File: src/rtl/wb_pkg.sv
// rtl/wb_pkg.sv - shared types and default widths for the two-master Wishbone arbiter
package wb_pkg;

  typedef enum logic [1:0] {
    IDLE = 2'd0,
    GNT0 = 2'd1,
    GNT1 = 2'd2
  } arb_state_e;

  localparam int WB_AW = 32;
  localparam int WB_DW = 32;

endpackage

File: src/rtl/wb_rr_pick.sv
// rtl/wb_rr_pick.sv - 2-way round-robin selector; on a tie the master that was not last granted wins
module wb_rr_pick (
  input  logic [1:0] req,
  input  logic       last_gnt,
  output logic       gnt_valid,
  output logic       gnt_idx
);

  always_comb begin
    gnt_valid = |req;
    gnt_idx   = 1'b0;
    case (req)
      2'b01:   gnt_idx = 1'b0;
      2'b10:   gnt_idx = 1'b1;
      2'b11:   gnt_idx = ~last_gnt;
      default: gnt_idx = 1'b0;
    endcase
  end

endmodule

File: src/rtl/wb_arbiter2.sv
// rtl/wb_arbiter2.sv - two-master Wishbone classic arbiter, registered round-robin grant
// Optional watchdog: define WB_ARB_TIMEOUT_EN to error-terminate transfers that never ack.
module wb_arbiter2
  import wb_pkg::*;
#(
  parameter int AW      = WB_AW,
  parameter int DW      = WB_DW,
  parameter int SW      = DW / 8,
  parameter int TIMEOUT = 255
) (
  input  logic          clk,
  input  logic          reset,

  input  logic [AW-1:0] m0_addr,
  input  logic [DW-1:0] m0_wdata,
  input  logic [SW-1:0] m0_sel,
  input  logic          m0_we,
  input  logic          m0_cyc,
  input  logic          m0_stb,
  output logic [DW-1:0] m0_rdata,
  output logic          m0_ack,
  output logic          m0_err,

  input  logic [AW-1:0] m1_addr,
  input  logic [DW-1:0] m1_wdata,
  input  logic [SW-1:0] m1_sel,
  input  logic          m1_we,
  input  logic          m1_cyc,
  input  logic          m1_stb,
  output logic [DW-1:0] m1_rdata,
  output logic          m1_ack,
  output logic          m1_err,

  output logic [AW-1:0] s_addr,
  output logic [DW-1:0] s_wdata,
  output logic [SW-1:0] s_sel,
  output logic          s_we,
  output logic          s_cyc,
  output logic          s_stb,
  input  logic [DW-1:0] s_rdata,
  input  logic          s_ack
);

  arb_state_e state, state_nxt;
  logic       last_gnt, last_gnt_nxt;
  logic       gnt_valid, gnt_idx;
  logic       tmo_hit;

  wb_rr_pick u_pick (
    .req       ({m1_cyc & m1_stb, m0_cyc & m0_stb}),
    .last_gnt  (last_gnt),
    .gnt_valid (gnt_valid),
    .gnt_idx   (gnt_idx)
  );

`ifdef WB_ARB_TIMEOUT_EN
  localparam int CW = (TIMEOUT < 2) ? 1 : $clog2(TIMEOUT);
  localparam logic [CW-1:0] TMO_LAST = CW'(TIMEOUT - 1);

  logic [CW-1:0] tmo_cnt;

  // Held at zero while idle, so every grant starts counting from zero.
  always_ff @(posedge clk or negedge reset) begin
    if (!reset) begin
      tmo_cnt <= '0;
    end else if (state == IDLE) begin
      tmo_cnt <= '0;
    end else if (!s_ack) begin
      tmo_cnt <= tmo_cnt + CW'(1);
    end
  end

  assign tmo_hit = (state != IDLE) && !s_ack && (tmo_cnt == TMO_LAST);
  assign m0_err  = tmo_hit && (state == GNT0);
  assign m1_err  = tmo_hit && (state == GNT1);
`else
  assign tmo_hit = 1'b0;
  assign m0_err  = 1'b0;
  assign m1_err  = 1'b0;
`endif

  always_ff @(posedge clk or negedge reset) begin
    if (!reset) begin
      state    <= IDLE;
      last_gnt <= 1'b1;
    end else begin
      state    <= state_nxt;
      last_gnt <= last_gnt_nxt;
    end
  end

  // A master dropping cyc ends its tenure just like an ack does.
  always_comb begin
    state_nxt    = state;
    last_gnt_nxt = last_gnt;
    case (state)
      IDLE: begin
        if (gnt_valid) begin
          state_nxt    = gnt_idx ? GNT1 : GNT0;
          last_gnt_nxt = gnt_idx;
        end
      end
      GNT0: begin
        if (s_ack || !m0_cyc || tmo_hit) state_nxt = IDLE;
      end
      GNT1: begin
        if (s_ack || !m1_cyc || tmo_hit) state_nxt = IDLE;
      end
      default: state_nxt = IDLE;
    endcase
  end

  always_comb begin
    s_addr  = '0;
    s_wdata = '0;
    s_sel   = '0;
    s_we    = 1'b0;
    s_cyc   = 1'b0;
    s_stb   = 1'b0;
    case (state)
      GNT0: begin
        s_addr  = m0_addr;
        s_wdata = m0_wdata;
        s_sel   = m0_sel;
        s_we    = m0_we;
        s_cyc   = m0_cyc;
        s_stb   = m0_stb;
      end
      GNT1: begin
        s_addr  = m1_addr;
        s_wdata = m1_wdata;
        s_sel   = m1_sel;
        s_we    = m1_we;
        s_cyc   = m1_cyc;
        s_stb   = m1_stb;
      end
      default: ;
    endcase
  end

  assign m0_rdata = s_rdata;
  assign m1_rdata = s_rdata;
  assign m0_ack   = s_ack && (state == GNT0);
  assign m1_ack   = s_ack && (state == GNT1);

endmodule
File: config.mk
export PLATFORM = sky130hd
export DESIGN_NAME = wb_arbiter2
export DESIGN_NICKNAME = d
export VERILOG_FILES = /design/src/rtl/wb_pkg.sv /design/src/rtl/wb_rr_pick.sv /design/src/rtl/wb_arbiter2.sv
export SDC_FILE = /design/constraint.sdc
export NUM_CORES = 1
export LEC_CHECK = 0
export ABC_CLOCK_PERIOD_IN_PS = 1500
export CAP_MARGIN = 20
export CORE_AREA = 2 2 122 124
export DETAILED_ROUTE_END_ITERATION = 8
export DIE_AREA = 0 0 124 126
export SLEW_MARGIN = 20
export SYNTH_ARGS = -nofsm -noshare
export SYNTH_HDL_FRONTEND = slang
export SYNTH_SLANG_ARGS = --single-unit
export TNS_END_PERCENT = 10
File: constraint.sdc
create_clock -name clk -period 1.5 [get_ports clk]
set_input_delay 0.3 -clock clk [delete_from_list [all_inputs] [get_ports clk]]
set_output_delay 0.3 -clock clk [all_outputs]
set_load 0.02 [all_outputs]
==> results of run 1 <==
## layer usage
layer	up-vias	part of all wire, %
li1	1141	-
met1	1136	32
met2	130	55
met3	40	9.1
met4	0	4.7
met5	-	0
## through the flow
step | instances | total power, mW | worst slack (ps)
after floorplan | 255 | 4.01 | -32.9
after global placement | 586 | 6.07 | -643
after detailed placement | 586 | 6.15 | -666
after CTS | 590 | 6.47 | -560
after global routing | 592 | 7.45 | -517
final | 592 | 7.02 | -465
## where the power goes
part / switching [mW] / total, mW / internal, mW / leakage [nW]
Sequential: 0.0350 / 0.167 / 0.132 / 0.0366
Combinational: 3.17 / 6.44 / 3.27 / 1.39
Clock: 0.0657 / 0.416 / 0.350 / 0.0382
Total: 3.27 / 7.02 / 3.75 / 1.47
## cell families after synthesis
| logic type | after synthesis |
|---|---|
| AO/OA/AOI/OAI | 78 |
| adder cells (fa/ha/maj) | 3 |
| buffers and inverters | 91 |
| flip-flops | 3 |
| other | 1 |
| AND/OR/NAND/NOR | 78 |
## layout by cell type, fill, tap and decap left out, types with 2 or more instances in the layout
master / count
conb_1: 2
o22ai_1: 2
inv_2: 2
clkbuf_16: 5
and2_1: 2
a2bb2oi_2: 2
buf_4: 25
buf_12: 3
clkdlybuf4s50_1: 144
a22oi_1: 32
clkdlybuf4s15_2: 25
nand2_1: 2
ha_4: 3
buf_2: 12
nor2b_2: 71
dfrtp_1: 2
a22oi_2: 38
clkbuf_2: 10
buf_6: 17
## area by class of cell
cell class / instances / area, µm²
tap: 184 / 230
clock buffer: 4 / 78.8
multi-input combinational: 161 / 1540
sequential: 3 / 76.3
fill: 1543 / 10100
inverter: 2 / 7.51
timing repair buffer: 238 / 2320
## sequential cells by signal (all words and copies together) (netlist names)
register,cells
state,2
last_gnt,1
## critical path, cell delays in order, from the launching register on
cell and delay, ps:
dfrtp_1 380, buf_4 150, ha_4 190, buf_12 170, a22oi_1 230, nor2b_2 70
clkdlybuf4s15_2 250
## final timing paths
check                                  from            to  cells past startpoint
worst max register to register     state[0]      state[1]                      7
max in group asynchronous             reset      last_gnt                      1
min in group clk                s_rdata[28]  m0_rdata[28]                      0
worst min-delay path                  reset      state[1]                      1
worst max-delay path               state[0]   s_wdata[31]                      6
worst min register to register     last_gnt      last_gnt                      2
## timing repair
action	4_1_cts	5_1_grt
pin swaps	3	13
endpoints found under the setup margin	75	75
resized for setup	212	134
gates cloned	0	2
==> summary.txt, run 1 <==
Outcome
  – Run status: complete, but fails checks
  – Failing checks: setup timing

Logic synthesis
  – Post-synth top flop: dfrtp_1
  – Share of the synthesized area in the top cell type: 28.9%
  – #FFs+latches synth: 3
  – Yosys cell types: 22
  – Fraction of registers with async set/reset: 100%
  – Most numerous cell in the Yosys netlist: nor2b_1
  – Synth Area in Compound Gates: 33.0%
  – Post-synth EDFFs: 0
  – Synth Warn #: 0
  – Post-synthesis sequential area ratio: 4.19%
  – Most instantiated cells after synthesis: nor2b_1, a22oi_1, buf_4
  – Synth Area in XOR/XNOR: 0%
  – Top post-synthesis cells by area: a22oi_1, buf_4, nor2b_1
  – Synth Area in Simple Gates: 26.3%
  – Synthesized area: 0.00182 mm²
  – Yosys top cell by area: a22oi_1
  – Largest family of logic cells by synthesized area: buffers and inverters
  – Synth Area in Adders: 2.06%
  – Post-Synthesis Cells: 254
  – Multiplexer share of the synthesized area: 0%
  – Syn avg cell area: 7.17 µm²

STA
  – WHS: 275 ps
  – RSZ-0062 raised after global routing: true
  – Minimum clock period: 1960 ps
  – Final hold viol count: 0
  – Max-slew violations: 0
  – Fin Setup TNS: -26660 ps
  – Final worst slack: -465 ps
  – Clk_skew: 1.87 ps
  – Peak Freq: 509 MHz
  – Tcrit/Tclk final: 131%
  – Setup-failing EPs final: 75

Cells and area
  – Synth-to-Final Area Change: 134%
  – Final #Nets: 589
  – Final Util: 29.7%
  – Final Cell Area: 0.00426 mm²
  – # diodes: 0
  – Share of layout cells above drive strength 1: 52.7%

Clock tree
  – Root buffer cell: clkbuf_16
  – CTS max path bufs: 2
  – Hold_buf cts: 0
  – Sink Count: 3
  – Clock latency on the worst-skew pair: 220 ps
  – CTS tree: built
  – Post-CTS setup buffers: 0
  – Total CTS buffers: 3
  – Clock transition at path regs: 30 ps
  – H-tree levels: 1

Floorplanning
  – Core area: 0.0143 mm²
  – Total Die Area: 0.0156 mm²
  – Starting Density: 12.7%
  – Row cnt: 44
  – Top-Level Pins: 316
  – Die Wd: 124 µm
  – Die H: 126 µm

Detailed routing
  – Detail-routed net length per standard cell: 16.2 µm
  – Antenna viol nets, final: 0
  – Vias/cell: 4.13
  – DRC violation total after the first TritonRoute iteration: 35
  – WL final: 9570 µm
  – Via count: 2447
  – Drt drc: 0
  – Drt first pass iters: 3

Setup path
  – CP Class: reg -> out
  – Flop2flop setup slack: -110 ps
  – Startpoint class of the critical path: flop
  – Worst Path Arrival: 1660 ps
  – CP Capture Type: output port
  – CP Data Required Time: 1200 ps
  – Critical path peak fanout: 21

Power and ir drop
  – PwrDens: 1650 mW/mm²
  – Pleak: 1.47 nW
  – Max VDD drop: 0.000436 V

Place
  – Port-buffer cells: 217
  – Instance area at placement: 0.00397 mm²
  – Hpwl dp: 7400 µm
  – Routability cong.: 0.822

Hold path
  – HP Class: in -> async

Global route
  – Grt peak-use layer: met2
  – First-pass GRT wire length: 12900 µm
  – Met1 usage: 9.77%
  – GR Util met2: 21.0%
  – Global route overflow: 0
  – Largest net degree at the start of global routing: 43
  – GR Util met3: 3.08%
  – Vias in the first global route: 2533
  – Initial antenna violation count: 0
  – All-Layer GR Usage: 10.7%

Run
  – # Max-Cap Violations: 0
No activity file was read; power rests on OpenSTA's default activity.
==> inputs of run 2 (changes only) <==
--- a/config.mk
+++ b/config.mk
@@ -7,9 +7,10 @@
 export LEC_CHECK = 0
 export ABC_CLOCK_PERIOD_IN_PS = 1500
 export CAP_MARGIN = 20
-export CORE_AREA = 2 2 122 124
+export CORE_AREA = 2 2 124 126
 export DETAILED_ROUTE_END_ITERATION = 8
-export DIE_AREA = 0 0 124 126
+export DIE_AREA = 0 0 126 128
+export DONT_BUFFER_PORTS = 1
 export SLEW_MARGIN = 20
 export SYNTH_ARGS = -nofsm -noshare
 export SYNTH_HDL_FRONTEND = slang
==> run 2 against run 1 <==
  * The flow still finishes with violations (setup timing)
  * Count of clock-buffer cells in the layout is the same
  * Sequential cell count is the same
  * Non-clock buffer count shrank 220
  * Clock power grew 2%
  * Largest cell class is now multi-input gates
  * Combinational power shrank 11%
  * Total power shrank 9.7%
  * Sequential power is essentially flat
  * Global-route usage shrank 2.4 points
  * Sequential share of layout area grew 1.7 points
  * Critical path depth shrank 1
  * Fmax grew 7.6%
  * Worst hold slack lost 110 ps
==> summary.txt, run 2 (synthesis gave the netlist of run 1 again) <==
Outcome
  – Run status: complete, but fails checks (unchanged)
  – Failing checks: setup timing (unchanged)

Cells and area
  – # diodes: 0 (unchanged)
  – Max FFs per register: 2 (unchanged)
  – Biggest register: state (unchanged)
  – Share of layout cells above drive strength 1: 59.6% (was 52.7%)
  – Final Util: 14.8% (was 29.7%)
  – Biggest regs: state (2), last_gnt (1) (unchanged)
  – Final Cell Area: 0.00220 mm² (was 0.00426 mm²)
  – Most frequent cells in the layout: a22oi_1, nor2b_2, nor2b_4, a22oi_2, buf_12 (was clkdlybuf4s50_1, nor2b_2, a22oi_2, a22oi_1)
  – Most common cell after layout, fill and taps aside: a22oi_1 (was clkdlybuf4s50_1)
  – Finished Layout Cells: 376 (was 592)
  – Synth-to-Final Area Change: 20.7% (was 134%)
  – Final #Nets: 369 (was 589)

Detailed routing
  – Drt first pass iters: 4 (was 3)
  – Detail-routed net length per standard cell: 21.2 µm (was 16.2 µm)
  – Antenna viol nets, final: 0 (unchanged)
  – Drt drc: 0 (unchanged)
  – WL final: 7980 µm (was 9570 µm)
  – Via count: 1686 (was 2447)
  – Vias/cell: 4.48 (was 4.13)
  – DRC violation total after the first TritonRoute iteration: 120 (was 35)

Global route
  – Largest net degree at the start of global routing: 42 (was 43)
  – Initial antenna violation count: 0 (unchanged)
  – GR Util met2: 15.7% (was 21.0%)
  – GR Util met3: 2.00% (was 3.08%)
  – Vias in the first global route: 1712 (was 2533)
  – Met1 usage: 7.40% (was 9.77%)
  – Global route overflow: 0 (unchanged)
  – All-Layer GR Usage: 8.30% (was 10.7%)
  – First-pass GRT wire length: 9790 µm (was 12900 µm)
  – Grt peak-use layer: met2 (unchanged)

STA
  – Clk_skew: 0.820 ps (was 1.87 ps)
  – Setup-failing EPs final: 75 (unchanged)
  – WHS: 168 ps (was 275 ps)
  – Tcrit/Tclk final: 122% (was 131%)
  – Max-slew violations: 0 (unchanged)
  – Final hold viol count: 0 (unchanged)
  – Peak Freq: 547 MHz (was 509 MHz)
  – Minimum clock period: 1830 ps (was 1960 ps)
  – Fin Setup TNS: -20980 ps (was -26660 ps)
  – Final worst slack: -327 ps (was -465 ps)
  – RSZ-0062 raised after global routing: true (unchanged)

Place
  – Port-buffer cells: 0 (was 217)
  – Instance area at placement: 0.00178 mm² (was 0.00397 mm²)
  – Inst Count DP: 364 (was 586)
  – Hpwl dp: 5630 µm (was 7400 µm)
  – Place WS: -147 ps (was -666 ps)
  – Routability cong.: 0.686 (was 0.822)

Setup path
  – CP Capture Type: output port (unchanged)
  – CP Data Required Time: 1200 ps (about the same)
  – Register-to-Register Path Depth: 6 (was 7)
  – Critical path peak fanout: 20 (was 21)
  – Worst R2R End: state[0] (was state[1])
  – CP Class: reg -> out (unchanged)
  – Startpoint class of the critical path: flop (unchanged)
  – Worst r2r src: state[1] (was state[0])
  – Flop2flop setup slack: -10 ps (was -110 ps)
  – Worst Path Arrival: 1530 ps (was 1660 ps)

Floorplanning
  – Die H: 128 µm (was 126 µm)
  – Core area: 0.0149 mm² (was 0.0143 mm²)
  – Starting Density: 12.2% (was 12.7%)
  – Total Die Area: 0.0161 mm² (was 0.0156 mm²)
  – Die Wd: 126 µm (was 124 µm)
  – Top-Level Pins: 316 (unchanged)
  – Row cnt: 45 (was 44)

Power and ir drop
  – Clk pwr share: 6.7% (was 5.9%)
  – Switching pwr: 3.16 mW (was 3.27 mW)
  – Total power draw: 6.34 mW (was 7.02 mW)
  – Max VDD drop: 0.000706 V (was 0.000436 V)
  – Logic pwr share: 90.7% (was 91.7%)
  – Internal power: 3.18 mW (was 3.75 mW)
  – Switching part of the total: 49.9% (was 46.6%)
  – Flop pwr share: 2.6% (was 2.4%)
  – Pleak: 0.595 nW (was 1.47 nW)
  – PwrDens: 2890 mW/mm² (was 1650 mW/mm²)

Clock tree
  – Root buffer cell: clkbuf_16 (unchanged)
  – CTS tree: built (unchanged)
  – H-tree levels: 1 (unchanged)
  – Sink Count: 3 (unchanged)
  – CTS max path bufs: 2 (unchanged)
  – Clock transition at path regs: 30 ps (about the same)
  – Total CTS buffers: 3 (unchanged)
  – Clock latency on the worst-skew pair: 220 ps (about the same)

Hold path
  – HP Class: in -> reg (was in -> async)
  – WHS Path Cells: 1
  – Hold Crit Start: m0_stb
  – Hold endpoint: last_gnt

Run
  – # Max-Cap Violations: 0 (unchanged)
[run 2: changes by cell type in the layout (fill, tap and decap cells not counted), sizes merged]
| cell | delta |
|---|---|
| dlygate4sd3 | +1 |
| clkdlybuf4s15 | -25 |
| clkdlybuf4s50 | -144 |
| buf | -42 |
| clkbuf | -10 |
[run 2: power by group through the flow]
stage	Combinational (mW)	Clock (mW)	Sequential [mW]
final	5.75	0.423	0.164
after global routing	6.12	0.437	0.168
after CTS	5.71	0.430	0.163
after detailed placement	4.49	0	0.160
after global placement	4.32	0	0.156
after floorplan	3.86	0	0.153
[run 2: worst max-delay path by stage]
| stage | startpoint | end | slack (ps) |
|---|---|---|---|
| CTS | state[1] | s_wdata[29] | -340 |
| finish | state[1] | s_addr[7] | -330 |
| detailed placement | state[1] | s_sel[2] | -150 |
| global route | state[1] | s_addr[30] | -380 |
| global placement | state[1] | s_sel[2] | -90 |
| floorplan | state[0] | s_addr[0] | -30 |
[run 2: final cells by class]
| type | instances | area (µm²) |
|---|---|---|
| timing repair buffer | 18 | 292 |
| clock buffer | 4 | 78.8 |
| tap | 188 | 235 |
| multi-input combinational | 161 | 1510 |
| fill | 1669 | 12700 |
| sequential | 3 | 76.3 |
| inverter | 2 | 7.51 |
[run 2: critical path: stages, from the launching register on]
cell and delay [ps]:
dfrtp_1 380, buf_4 150, ha_4 200, clkbuf_16 200, a22oi_1 260, nor2b_4 100
[run 2: repair_timing]
action | CTS | global route
setup buffers | 3 | 1
gates resized for setup | 40 | 6
hold buffers | 1 | 0
setup endpoints to repair | 75 | 75
pin swaps | 1 | 5
gates cloned | 2 | 2
hold endpoints to repair | 3 | 0
[run 2: metal layers]
| metal | vias to the layer above | part of all wire [%] |
|---|---|---|
| met5 | - | 0 |
| met4 | 0 | 5.7 |
| met3 | 40 | 8.7 |
| met2 | 155 | 54 |
| met1 | 790 | 32 |
| li1 | 701 | - |
==> inputs of run 3 (changes only) <==
--- a/config.mk
+++ b/config.mk
@@ -5,11 +5,12 @@
 export SDC_FILE = /design/constraint.sdc
 export NUM_CORES = 1
 export LEC_CHECK = 0
+export ABC_AREA = 1
 export ABC_CLOCK_PERIOD_IN_PS = 1500
 export CAP_MARGIN = 20
-export CORE_AREA = 2 2 124 126
+export CORE_AREA = 3 3 121 123
 export DETAILED_ROUTE_END_ITERATION = 8
-export DIE_AREA = 0 0 126 128
+export DIE_AREA = 0 0 124 126
 export DONT_BUFFER_PORTS = 1
 export SLEW_MARGIN = 20
 export SYNTH_ARGS = -nofsm -noshare
==> run 3 against run 2 <==
  * The run still ends with setup timing left
  * Area after synthesis down 1.3%
  * Setup slack got worse by 39 ps
  * First-iteration DRC count shrank 7.5%
  * Critical path depth up 2
  * Clock power up 3%
  * Register-to-register slack about the same
  * Via count increased by 35%
  * Total power increased by 1.2%
  * Worst hold slack better by 160 ps
==> summary.txt, run 3 <==
Clock tree
  – Total CTS buffers: 3 (unchanged)
  – CTS tree: built (unchanged)
  – Clock transition at path regs: 30 ps (about the same)
  – CTS max path bufs: 2 (unchanged)
  – H-tree levels: 1 (unchanged)
  – Root buffer cell: clkbuf_16 (unchanged)
  – Clock latency on the worst-skew pair: 230 ps (was 220 ps)
  – Sink Count: 3 (unchanged)

Power and ir drop
  – Total power draw: 6.41 mW (was 6.34 mW)
  – Clk pwr share: 6.8% (was 6.7%)
  – Internal power: 3.01 mW (was 3.18 mW)
  – Max VDD drop: 0.00125 V (was 0.000706 V)
  – Pleak: 1.04 nW (was 0.595 nW)
  – PwrDens: 2240 mW/mm² (was 2890 mW/mm²)
  – Flop pwr share: 2.3% (was 2.6%)
  – Switching pwr: 3.41 mW (was 3.16 mW)
  – Logic pwr share: 90.9% (was 90.7%)
  – Switching part of the total: 53.1% (was 49.9%)

Logic synthesis
  – Post-Synthesis Cells: 335 (was 254)
  – Synth Area in Compound Gates: 20.8% (was 33.0%)
  – Yosys cell types: 17 (was 22)
  – Most numerous cell in the Yosys netlist: nand2_1 (was nor2b_1)
  – Share of the synthesized area in the top cell type: 31.5% (was 28.9%)
  – Largest family of logic cells by synthesized area: buffers and inverters (unchanged)
  – Synthesized area: 0.00180 mm² (was 0.00182 mm²)
  – Most instantiated cells after synthesis: nand2_1, buf_4, a21oi_1 (was nor2b_1, a22oi_1, buf_4)
  – Yosys top cell by area: nand2_1 (was a22oi_1)
  – Synth Warn #: 0 (unchanged)
  – Post-synthesis sequential area ratio: 4.25% (was 4.19%)
  – #FFs+latches synth: 3 (unchanged)
  – Top post-synthesis cells by area: nand2_1, buf_4, a21oi_1 (was a22oi_1, buf_4, nor2b_1)
  – Synth Area in Adders: 2.09% (was 2.06%)
  – Multiplexer share of the synthesized area: 0% (unchanged)
  – Post-synth top flop: dfrtp_1 (unchanged)
  – Synth Area in XOR/XNOR: 0% (unchanged)
  – Post-synth EDFFs: 0 (unchanged)
  – Fraction of registers with async set/reset: 100% (unchanged)
  – Synth Area in Simple Gates: 33.4% (was 26.3%)
  – Syn avg cell area: 5.36 µm² (was 7.17 µm²)

Setup path
  – CP Capture Type: output port (unchanged)
  – Critical path peak fanout: 12 (was 20)
  – Startpoint class of the critical path: flop (unchanged)
  – Worst Path Arrival: 1570 ps (was 1530 ps)
  – CP Class: reg -> out (unchanged)
  – Flop2flop setup slack: -20 ps (was -10 ps)
  – CP Data Required Time: 1200 ps (about the same)

Cells and area
  – Sequential standard cell area: 76.3 µm² (unchanged)
  – Biggest register: state (unchanged)
  – Synth-to-Final Area Change: 59.1% (was 20.7%)
  – Footprint of the multi-input gates: 0.00139 mm² (was 0.00151 mm²)
  – # diodes: 0 (unchanged)
  – Max FFs per register: 2 (unchanged)
  – Layout fillers: 1520 (was 1669)
  – Most common cell after layout, fill and taps aside: nand2_1 (was a22oi_1)
  – Final Util: 20.8% (was 14.8%)
  – Biggest regs: state (2), last_gnt (1) (unchanged)
  – Most frequent cells in the layout: nand2_1, a21oi_2, buf_4, buf_6, nand2_2 (was a22oi_1, nor2b_2, nor2b_4, a22oi_2, buf_12)
  – Final #Nets: 531 (was 369)
  – Share of layout cells above drive strength 1: 54.0% (was 59.6%)

STA
  – Final worst slack: -365 ps (was -327 ps)
  – RSZ-0062 raised after global routing: true (unchanged)
  – Clk_skew: 4.84 ps (was 0.820 ps)
  – Peak Freq: 536 MHz (was 547 MHz)
  – Setup-failing EPs final: 74 (was 75)
  – Final hold viol count: 0 (unchanged)
  – Minimum clock period: 1870 ps (was 1830 ps)
  – Fin Setup TNS: -22850 ps (was -20980 ps)
  – Tcrit/Tclk final: 124% (was 122%)
  – Max-slew violations: 0 (unchanged)

Detailed routing
  – WL final: 8920 µm (was 7980 µm)
  – Detail-routed net length per standard cell: 16.8 µm (was 21.2 µm)
  – Antenna viol nets, final: 0 (unchanged)
  – Drt first pass iters: 4 (unchanged)
  – Drt drc: 0 (unchanged)
  – Vias/cell: 4.29 (was 4.48)
  – Via count: 2272 (was 1686)
  – DRC violation total after the first TritonRoute iteration: 111 (was 120)

Floorplanning
  – Top-Level Pins: 316 (unchanged)
  – Row cnt: 43 (was 45)
  – Starting Density: 13.0% (was 12.2%)
  – Die H: 126 µm (was 128 µm)
  – Total Die Area: 0.0156 mm² (was 0.0161 mm²)
  – Die Wd: 124 µm (was 126 µm)
  – Core area: 0.0138 mm² (was 0.0149 mm²)

Global route
  – Global route overflow: 0 (unchanged)
  – All-Layer GR Usage: 8.47% (was 8.30%)
  – Vias in the first global route: 2013 (was 1712)
  – Initial antenna violation count: 0 (unchanged)
  – Largest net degree at the start of global routing: 34 (was 42)
  – First-pass GRT wire length: 10500 µm (was 9790 µm)

Place
  – Hpwl dp: 5650 µm (was 5630 µm)
  – Port-buffer cells: 0 (unchanged)
  – Routability cong.: 0.755 (was 0.686)

Hold path
  – HP Class: in -> async (was in -> reg)

Outcome
  – Failing checks: setup timing (unchanged)
  – Run status: complete, but fails checks (unchanged)

Run
  – # Max-Cap Violations: 0 (unchanged)
run 3: cell count changes in the layout (fill, tap and decap cells not counted), sizes merged, moves of 3 or more:
| cell | change |
|---|---|
| nand2 | +151 |
| buf | +78 |
| a21oi | +71 |
| a22oi | -71 |
| nor2b | -71 |
| inv | +6 |
| nand3 | +3 |
run 3: through the flow:
stage	std cells	setup slack, ps	cell area, µm²	hold slack, ps
after floorplan	336	-80.7	1800	4.41
after global placement	510	-202	2060	4.64
after CTS	521	-350	2440	333
after detailed placement	510	-202	2060	4.63
after global routing	530	-414	2860	347
final	530	-365	2860	332
run 3: kinds of logic (layout without fill, tap and decap cells):
group	Yosys count	after routing
AND/OR/NAND/NOR	157	157
buffers and inverters	97	111
AO/OA/AOI/OAI	74	74
adder cells (fa/ha/maj)	3	3
flip-flops	3	3
other	1	2
run 3: final timing paths:
path | start | end | cells past startpoint
min in group clk | s_ack | state[0] | 4
hold reg to reg | last_gnt | last_gnt | 2
hold / removal | reset | state[1] | 1
setup / recovery | state[0] | s_wdata[3] | 7
max in group asynchronous | reset | last_gnt | 1
setup reg to reg | state[0] | state[1] | 10
run 3: layer usage:
layer / routed length [µm] / GRT usage (%)
met3: 980 / 2.02
met5: 0 / 0
met4: 246 / 3.61
met1: 3060 / 8.88
met2: 4640 / 15.8
run 3: power groups by stage:
stage               Combinational (mW)  Sequential, mW  Clock (mW)
floorplan                         2.69           0.145           0
global placement                  3.84           0.147           0
detailed placement                3.88           0.149           0
CTS                               4.80           0.149       0.440
global route                      6.23           0.155       0.444
finish                            5.83           0.149       0.436
run 3: critical path, cell delays in order (launching register included):
cell     delay (ps)
dfrtp_1         360
inv_2            80
ha_4            290
inv_6            50
buf_12          140
buf_12          150
a21oi_2         120
buf_6           130
run 3: cell type report:
cell class,count,area share (%)
Multi-Input combinational cell,236,48.6
Timing Repair Buffer,99,36.8
Tap cell,180,7.88
Clock buffer,4,2.76
Sequential cell,3,2.67
Inverter,8,1.23
run 3: timing repair:
item | in CTS | in global routing
setup buffers | 4 | 3
gates resized for setup | 52 | 70
hold endpoints to repair | 3 | 0
hold buffers | 1 | 0
pin swaps | 27 | 12
cloned | 2 | 6
endpoints found under the setup margin | 73 | 75
